## src/rtl/video_pkg.sv

```systemverilog
// Shared video timing for the 640x400 generator and capture.
// Holds visible/porch/sync sizes and the rgb pixel type.
package video_pkg;

    localparam int HZV = 640;
    localparam int HZF = 16;
    localparam int HZS = 96;
    localparam int HZB = 48;
    localparam int HZW = HZV + HZF + HZS + HZB;

    localparam int VTV = 400;
    localparam int VTF = 12;
    localparam int VTS = 2;
    localparam int VTB = 35;
    localparam int VTW = VTV + VTF + VTS + VTB;

    typedef logic [2:0] rgb_t;

endpackage

```

## src/rtl/video_capture_if.sv

```systemverilog
// Sync/RGB video stream: hs, vs (active low), r, g, b.
// master = video source, slave = capture.
interface video_capture_if;

    logic hs;
    logic vs;
    logic r;
    logic g;
    logic b;

    modport master (output hs, vs, r, g, b);
    modport slave  (input  hs, vs, r, g, b);

endinterface

```

## src/rtl/video_sync_edge.sv

```systemverilog
// Registers one sync input and flags its rising edge.
// Ports: clock, reset_n, sync_i, rise_o (combinational pulse).
module video_sync_edge (
    input  logic clock,
    input  logic reset_n,
    input  logic sync_i,
    output logic rise_o
);

    logic sync_q;

    always_ff @(posedge clock or negedge reset_n) begin
        if (!reset_n) sync_q <= 1'b1;
        else          sync_q <= sync_i;
    end

    assign rise_o = sync_i & ~sync_q;

endmodule

```

## src/rtl/video_capture.sv

```systemverilog
// VGA-style capture: recovers X/Y from hs/vs, measures timing,
// locks after good frames and emits one write per visible pixel.
// Ports: clock, reset_n, vid (stream slave), we/x/y/data (write),
// frame_done, locked, line_len, frame_lines (status).
module video_capture
    import video_pkg::*;
#(
    parameter int HZV         = video_pkg::HZV,
    parameter int HZB         = video_pkg::HZB,
    parameter int HZW         = video_pkg::HZW,
    parameter int VTV         = video_pkg::VTV,
    parameter int VTB         = video_pkg::VTB,
    parameter int VTW         = video_pkg::VTW,
    parameter int PIX_DELAY   = 1,
    parameter int LOCK_FRAMES = 2
) (
    input  logic          clock,
    input  logic          reset_n,
    video_capture_if.slave vid,
    output logic          we,
    output logic [9:0]    x,
    output logic [8:0]    y,
    output rgb_t          data,
    output logic          frame_done,
    output logic          locked,
    output logic [11:0]   line_len,
    output logic [10:0]   frame_lines
);

    localparam int GW = (LOCK_FRAMES < 2) ? 1 : $clog2(LOCK_FRAMES + 1);

    // pixel window in source-counter terms (rgb lags sync by PIX_DELAY)
    localparam logic [11:0] XLO = 12'(HZB + PIX_DELAY);
    localparam logic [11:0] XHI = 12'(HZB + HZV + PIX_DELAY);
    localparam logic [10:0] YLO = 11'(VTB);
    localparam logic [10:0] YHI = 11'(VTB + VTV);

    logic hrise, vrise;

    video_sync_edge u_hs (
        .clock  (clock),
        .reset_n(reset_n),
        .sync_i (vid.hs),
        .rise_o (hrise)
    );

    video_sync_edge u_vs (
        .clock  (clock),
        .reset_n(reset_n),
        .sync_i (vid.vs),
        .rise_o (vrise)
    );

    logic [11:0]   hc_q, hc_d;
    logic [10:0]   vc_q, vc_d;
    logic [GW-1:0] good_q, good_d;
    logic          have_line_q, have_line_d;
    logic          have_frame_q, have_frame_d;
    logic          line_bad_q, line_bad_d;
    logic          vs_pend_q, vs_pend_d;
    logic          locked_q, locked_d;
    logic          we_q, we_d;
    logic [9:0]    x_q, x_d;
    logic [8:0]    y_q, y_d;
    rgb_t          data_q, data_d;
    logic          fdone_q, fdone_d;
    logic [11:0]   llen_q, llen_d;
    logic [10:0]   flines_q, flines_d;

    logic [11:0] cur_x;
    logic [10:0] vc_nx;
    logic        boundary;
    logic        line_err;
    logic        frame_ok;
    logic        vis;

    always_comb begin
        hc_d         = (&hc_q) ? hc_q : hc_q + 12'd1;
        vc_d         = vc_q;
        good_d       = good_q;
        have_line_d  = have_line_q;
        have_frame_d = have_frame_q;
        line_bad_d   = line_bad_q;
        vs_pend_d    = vs_pend_q | vrise;
        locked_d     = locked_q;
        we_d         = 1'b0;
        x_d          = x_q;
        y_d          = y_q;
        data_d       = data_q;
        fdone_d      = 1'b0;
        llen_d       = llen_q;
        flines_d     = flines_q;

        cur_x    = hrise ? 12'd0 : hc_q;
        vc_nx    = (&vc_q) ? vc_q : vc_q + 11'd1;
        boundary = hrise & (vs_pend_q | vrise);
        line_err = hrise & have_line_q & (hc_q != 12'(HZW));
        // the line just ended belongs to the frame ending here
        frame_ok = have_frame_q & (vc_nx == 11'(VTW))
                 & ~line_bad_q & ~line_err;

        if (hrise) begin
            hc_d        = 12'd1;
            have_line_d = 1'b1;
            if (have_line_q) llen_d = hc_q;
            if (line_err) begin
                line_bad_d = 1'b1;
                locked_d   = 1'b0;
                good_d     = '0;
            end
            if (boundary) begin
                vc_d         = '0;
                vs_pend_d    = 1'b0;
                fdone_d      = 1'b1;
                have_frame_d = 1'b1;
                line_bad_d   = 1'b0;
                if (have_frame_q) begin
                    flines_d = vc_nx;
                    if (frame_ok) begin
                        if (int'(good_q) < LOCK_FRAMES)
                            good_d = good_q + GW'(1);
                        if (int'(good_q) + 1 >= LOCK_FRAMES)
                            locked_d = 1'b1;
                    end else begin
                        good_d   = '0;
                        locked_d = 1'b0;
                    end
                end
            end else begin
                vc_d = vc_nx;
            end
        end

        vis = (cur_x >= XLO) && (cur_x < XHI)
           && (vc_q >= YLO) && (vc_q < YHI);

        // gated by next-state lock so a loss stops writes at once
        if (locked_d && vis) begin
            we_d   = 1'b1;
            x_d    = 10'(cur_x - XLO);
            y_d    = 9'(vc_q - YLO);
            data_d = {vid.r, vid.g, vid.b};
        end
    end

    always_ff @(posedge clock or negedge reset_n) begin
        if (!reset_n) begin
            hc_q         <= '0;
            vc_q         <= '0;
            good_q       <= '0;
            have_line_q  <= 1'b0;
            have_frame_q <= 1'b0;
            line_bad_q   <= 1'b0;
            vs_pend_q    <= 1'b0;
            locked_q     <= 1'b0;
            we_q         <= 1'b0;
            x_q          <= '0;
            y_q          <= '0;
            data_q       <= '0;
            fdone_q      <= 1'b0;
            llen_q       <= '0;
            flines_q     <= '0;
        end else begin
            hc_q         <= hc_d;
            vc_q         <= vc_d;
            good_q       <= good_d;
            have_line_q  <= have_line_d;
            have_frame_q <= have_frame_d;
            line_bad_q   <= line_bad_d;
            vs_pend_q    <= vs_pend_d;
            locked_q     <= locked_d;
            we_q         <= we_d;
            x_q          <= x_d;
            y_q          <= y_d;
            data_q       <= data_d;
            fdone_q      <= fdone_d;
            llen_q       <= llen_d;
            flines_q     <= flines_d;
        end
    end

    assign we          = we_q;
    assign x           = x_q;
    assign y           = y_q;
    assign data        = data_q;
    assign frame_done  = fdone_q;
    assign locked      = locked_q;
    assign line_len    = llen_q;
    assign frame_lines = flines_q;

endmodule

```

## src/flat_wrapper.sv

```systemverilog
// flat-port wrapper written by rule: the top's interface ports become plain ports
module video_capture_flat import video_pkg::*;
#(
    parameter int HZV         = video_pkg::HZV,
    parameter int HZB         = video_pkg::HZB,
    parameter int HZW         = video_pkg::HZW,
    parameter int VTV         = video_pkg::VTV,
    parameter int VTB         = video_pkg::VTB,
    parameter int VTW         = video_pkg::VTW,
    parameter int PIX_DELAY   = 1,
    parameter int LOCK_FRAMES = 2
)
  (clock, reset_n, we, x, y, data, frame_done, locked, line_len, frame_lines, vid_hs, vid_vs, vid_r, vid_g, vid_b);
  video_capture_if vid_i ();
  input  logic clock;
  input  logic reset_n;
  output logic we;
  output logic [9:0] x;
  output logic [8:0] y;
  output rgb_t data;
  output logic frame_done;
  output logic locked;
  output logic [11:0] line_len;
  output logic [10:0] frame_lines;
  input wire logic [$bits(vid_i.hs)-1:0] vid_hs;
  input wire logic [$bits(vid_i.vs)-1:0] vid_vs;
  input wire logic [$bits(vid_i.r)-1:0] vid_r;
  input wire logic [$bits(vid_i.g)-1:0] vid_g;
  input wire logic [$bits(vid_i.b)-1:0] vid_b;
  assign vid_i.hs = vid_hs;
  assign vid_i.vs = vid_vs;
  assign vid_i.r = vid_r;
  assign vid_i.g = vid_g;
  assign vid_i.b = vid_b;
  video_capture #(.HZV(HZV), .HZB(HZB), .HZW(HZW), .VTV(VTV), .VTB(VTB), .VTW(VTW), .PIX_DELAY(PIX_DELAY), .LOCK_FRAMES(LOCK_FRAMES)) u_core (.clock(clock), .reset_n(reset_n), .vid(vid_i), .we(we), .x(x), .y(y), .data(data), .frame_done(frame_done), .locked(locked), .line_len(line_len), .frame_lines(frame_lines));
endmodule
```

## config.mk

```make
export PLATFORM = sky130hd
export DESIGN_NAME = video_capture_flat
export DESIGN_NICKNAME = d
export VERILOG_FILES = /design/src/rtl/video_pkg.sv /design/src/rtl/video_capture_if.sv /design/src/rtl/video_sync_edge.sv /design/src/rtl/video_capture.sv /design/src/flat_wrapper.sv
export SDC_FILE = /design/constraint.sdc
export NUM_CORES = 1
export LEC_CHECK = 0
export CORE_MARGIN = 3
export CORE_UTILIZATION = 28
export DETAILED_ROUTE_END_ITERATION = 16
export GPL_TIMING_DRIVEN = 1
export MAX_ROUTING_LAYER = met4
export REMOVE_ABC_BUFFERS = 1
export SLEW_MARGIN = 20
export SYNTH_ARGS = -nofsm -noshare
export SYNTH_HDL_FRONTEND = slang
export SYNTH_SLANG_ARGS = --single-unit
```

## constraint.sdc

```tcl
create_clock -name clock -period 5.95 [get_ports clock]
set_input_delay 0.8925 -clock clock [delete_from_list [all_inputs] [get_ports clock]]
set_output_delay 0.8925 -clock clock [all_outputs]
set_load 0.05 [all_outputs]
```

==> metrics.md <==
| Metric | Value |
|---|---|
| Routed WL | 9.93 mm |
| Mapped Cells | 418 |
| TritonCTS clock tree | yes |
| Final nets | 468 |
| Most common cell after layout, fill and taps aside | dfrtp_1 |
| Worst path slowest cell | nor2b_1 |
| PwrDens | 302 nW/um^2 |
| RSZ-0062 raised after global routing | false |
| Synthesis warning total | 0 |
| Number of flops mapped to enable cells by yosys | 0 |
| WS Path Type | in -> reg |
| Max-slew violations | 0 |
| H-tree depth | 3 |
| DRC violations left | 0 |
| Die Width | 127 um |
| Min-delay src | u_core.frame_lines[5] |
| I/O pin cnt | 55 |
| Crit share post-route | 56.0% |
| Drt pass-1 iters | 4 |
| Hold_buf cts | 0 |
| Antenna cells | 0 |
| Crit path DAT | 3.59 ns |
| Worst-Skew Late Latency | 0.34 ns |
| Final HPWL DP | 6.89 mm |
| Achievable frequency | 0.300 GHz |
| Area of the mapped netlist | 4090 um^2 |
| Routed vias/inst | 5.05 |
| Final hold violations | 0 |
| Most frequent cells in the layout | dfrtp_1, nand2_1, clkdlybuf4s50_1, o21ai_0, nor2_1 |
| Total Neg Setup Slack | 0 ns |
| CP startpoint kind | primary input |
| Synth Area per Inst | 9.79 um^2 |
| Final Non-Filler Cells | 640 |
| CP cell instances | clkdlybuf4s50_1 -> nor2b_1 -> nand3_1 -> or3_1 -> o22ai_1 |
| Max_slew headroom | 29.5% |
| Final min period | 3.33 ns |
| Via count | 3229 |
| Total track usage | 13.2% |
| Req. time, crit path | 6.21 ns |
| Row count | 43 |
| Largest net degree at the start of global routing | 80 |
| Final GP Congestion | 0.882 |
| Worst-margin pin slew | 1.05 ns |
| Antenna violations before repair | 0 |
| Placed instance area | 4720 um^2 |
| Resized Gates After CTS | 0 |
| First-pass GRT wire length | 16.9 mm |
| Maximum VDD drop | 0.000125 V |
| Area Growth Syn to Fin | 23.0% |
| Crit path launch | vid_hs |
| Worst-path clk slew | 0.06 ns |
| GR Overflow Total | 0 |
| Die span in y | 127 um |
| LEAKAGE | 2.14 nW |
| Final Instance Area | 5030 um^2 |
| Clock root buffer | clkbuf_16 |
| Core area | 14100 um^2 |
| DRT antenna net count | 0 |
| DRT iter0 DRCs | 239 |
| Vias in the first global route | 3354 |
| WL/cell | 15.5 um |
| Critical Path Sink Type | flop |
| PortBufs | 54 |
| R2r startpoint | u_core.u_hs.sync_q |
| Fill count | 1418 |
| Setup violations, final | 0 |
| Hold slack final | 0.480 ns |
| #FFs+latches synth | 79 |
| Initial Util | 29.0% |
| Asr flop ratio synth | 100% |
| Final Power | 1.52 mW |
| # Post-CTS Setup Buffers | 0 |
| Synth cell types | 66 |
| Die area | 16100 um^2 |
| Sink Count | 79 |
| Dpl cells | 625 |
| Status | complete, no violations |
| Share of cells above drive strength 1 | 12.0% |
| CTS Buf Count | 9 |
| Crit path largest cell delay | 0.85 ns |
| Clk_skew | 0.00732 ns |
| Most used flip-flop cell after synthesis | dfrtp_1 |
| Max Cap Violations | 0 |
| HP Class | reg -> reg |
| Critical path fanouts, max | 17 |
| Max clock buf depth | 2 |
| Sequential area share after synthesis | 48.3% |
[flip-flops by register name (all words and copies together) (netlist names)]
register,flops
u_core.hc_q,12
u_core.line_len,12
u_core.frame_lines,11
u_core.vc_q,11
u_core.x,10
u_core.y,9
u_core.data,3
u_core.good_q,2
u_core.frame_done,1
u_core.have_frame_q,1
u_core.have_line_q,1
u_core.line_bad_q,1
u_core.locked,1
u_core.u_hs.sync_q,1
u_core.u_vs.sync_q,1
u_core.vs_pend_q,1
u_core.we,1
[power by group]
part	internal (mW)	switching (mW)	leakage (nW)
logic	0.109	0.191	0.922
registers	0.578	0.0576	1.06
clock network	0.375	0.210	0.155
[critical path: cells and delay by family]
family                 cells  cell delay [ns]
AND/OR/NAND/NOR            3             2.03
buffers and inverters      1             0.53
AO/OA/AOI/OAI              1             0.13
[worst paths after layout]
check | to | slack [ns] | depth (start not counted)
worst min-delay path | u_core.frame_lines[5] | 0.48 | 2
max in group asynchronous | u_core.hc_q[6] | 4.86 | 1
min in group asynchronous | u_core.y[2] | 0.59 | 1
worst max register to register | u_core.data[0] | 3.22 | 9
worst max-delay path | u_core.good_q[0] | 2.62 | 5
worst min register to register | u_core.frame_lines[5] | 0.48 | 2
[Yosys cell counts (all sizes together) (2+ instances only)]
cell / n / area, um^2
dfrtp: 77 / 1930
nand2: 59 / 224
o21ai: 35 / 175
nor2: 31 / 121
a21oi: 27 / 139
buf: 23 / 136
mux2: 16 / 203
nand3: 14 / 92.6
xnor2: 14 / 123
a31oi: 13 / 81.3
nor4: 9 / 90.1
xor2: 9 / 78.8
clkbuf: 8 / 33.8
nand2b: 7 / 43.8
nor3: 7 / 51.3
inv: 6 / 22.5
nand4: 6 / 52.6
and3: 5 / 31.3
ha: 5 / 62.6
nor2b: 5 / 31.3
a21o: 4 / 30.0
o31ai: 4 / 30.0
a211oi: 3 / 22.5
or3: 3 / 18.8
a211o: 2 / 18.8
dfstp: 2 / 52.6
nand3b: 2 / 15.0
[stage by stage]
step,util (%),worst slack [ns]
finish,35.7,2.62
detailed placement,33.5,2.20
CTS,35.7,2.59
global route,35.7,2.32
global placement,33.5,2.32
floorplan,-,2.36
[metal layers]
layer / GRT usage (%) / vias up / share of wire, %
met5: - / - / 0
met4: 4.92 / 0 / 1.7
met1: 18.0 / 1586 / 49
met3: 2.74 / 20 / 4.8
met2: 19.4 / 77 / 44
li1: - / 1546 / -
[final cells by class]
cell class              count  area, um^2  share of cell area, %
flip-flops and latches     79        1980                   39.3
multi-input cells         302        1920                   38.2
repair buffers             58         572                   11.4
clock buffers              11         243                   4.82
well taps                 180         225                   4.47
clock inverters             4        70.1                   1.39
inverters                   6        22.5                  0.447
[logic make-up after synthesis]
kind of cell,Yosys count,synth area share [%]
AO/OA/AOI/OAI,102,15.0
multiplexers,17,5.20
adder cells (fa/ha/maj),5,1.53
AND/OR/NAND/NOR,155,20.3
buffers and inverters,37,4.71
flip-flops,79,48.3
XOR/XNOR,23,4.92
(Power assumes the default switching activity.)
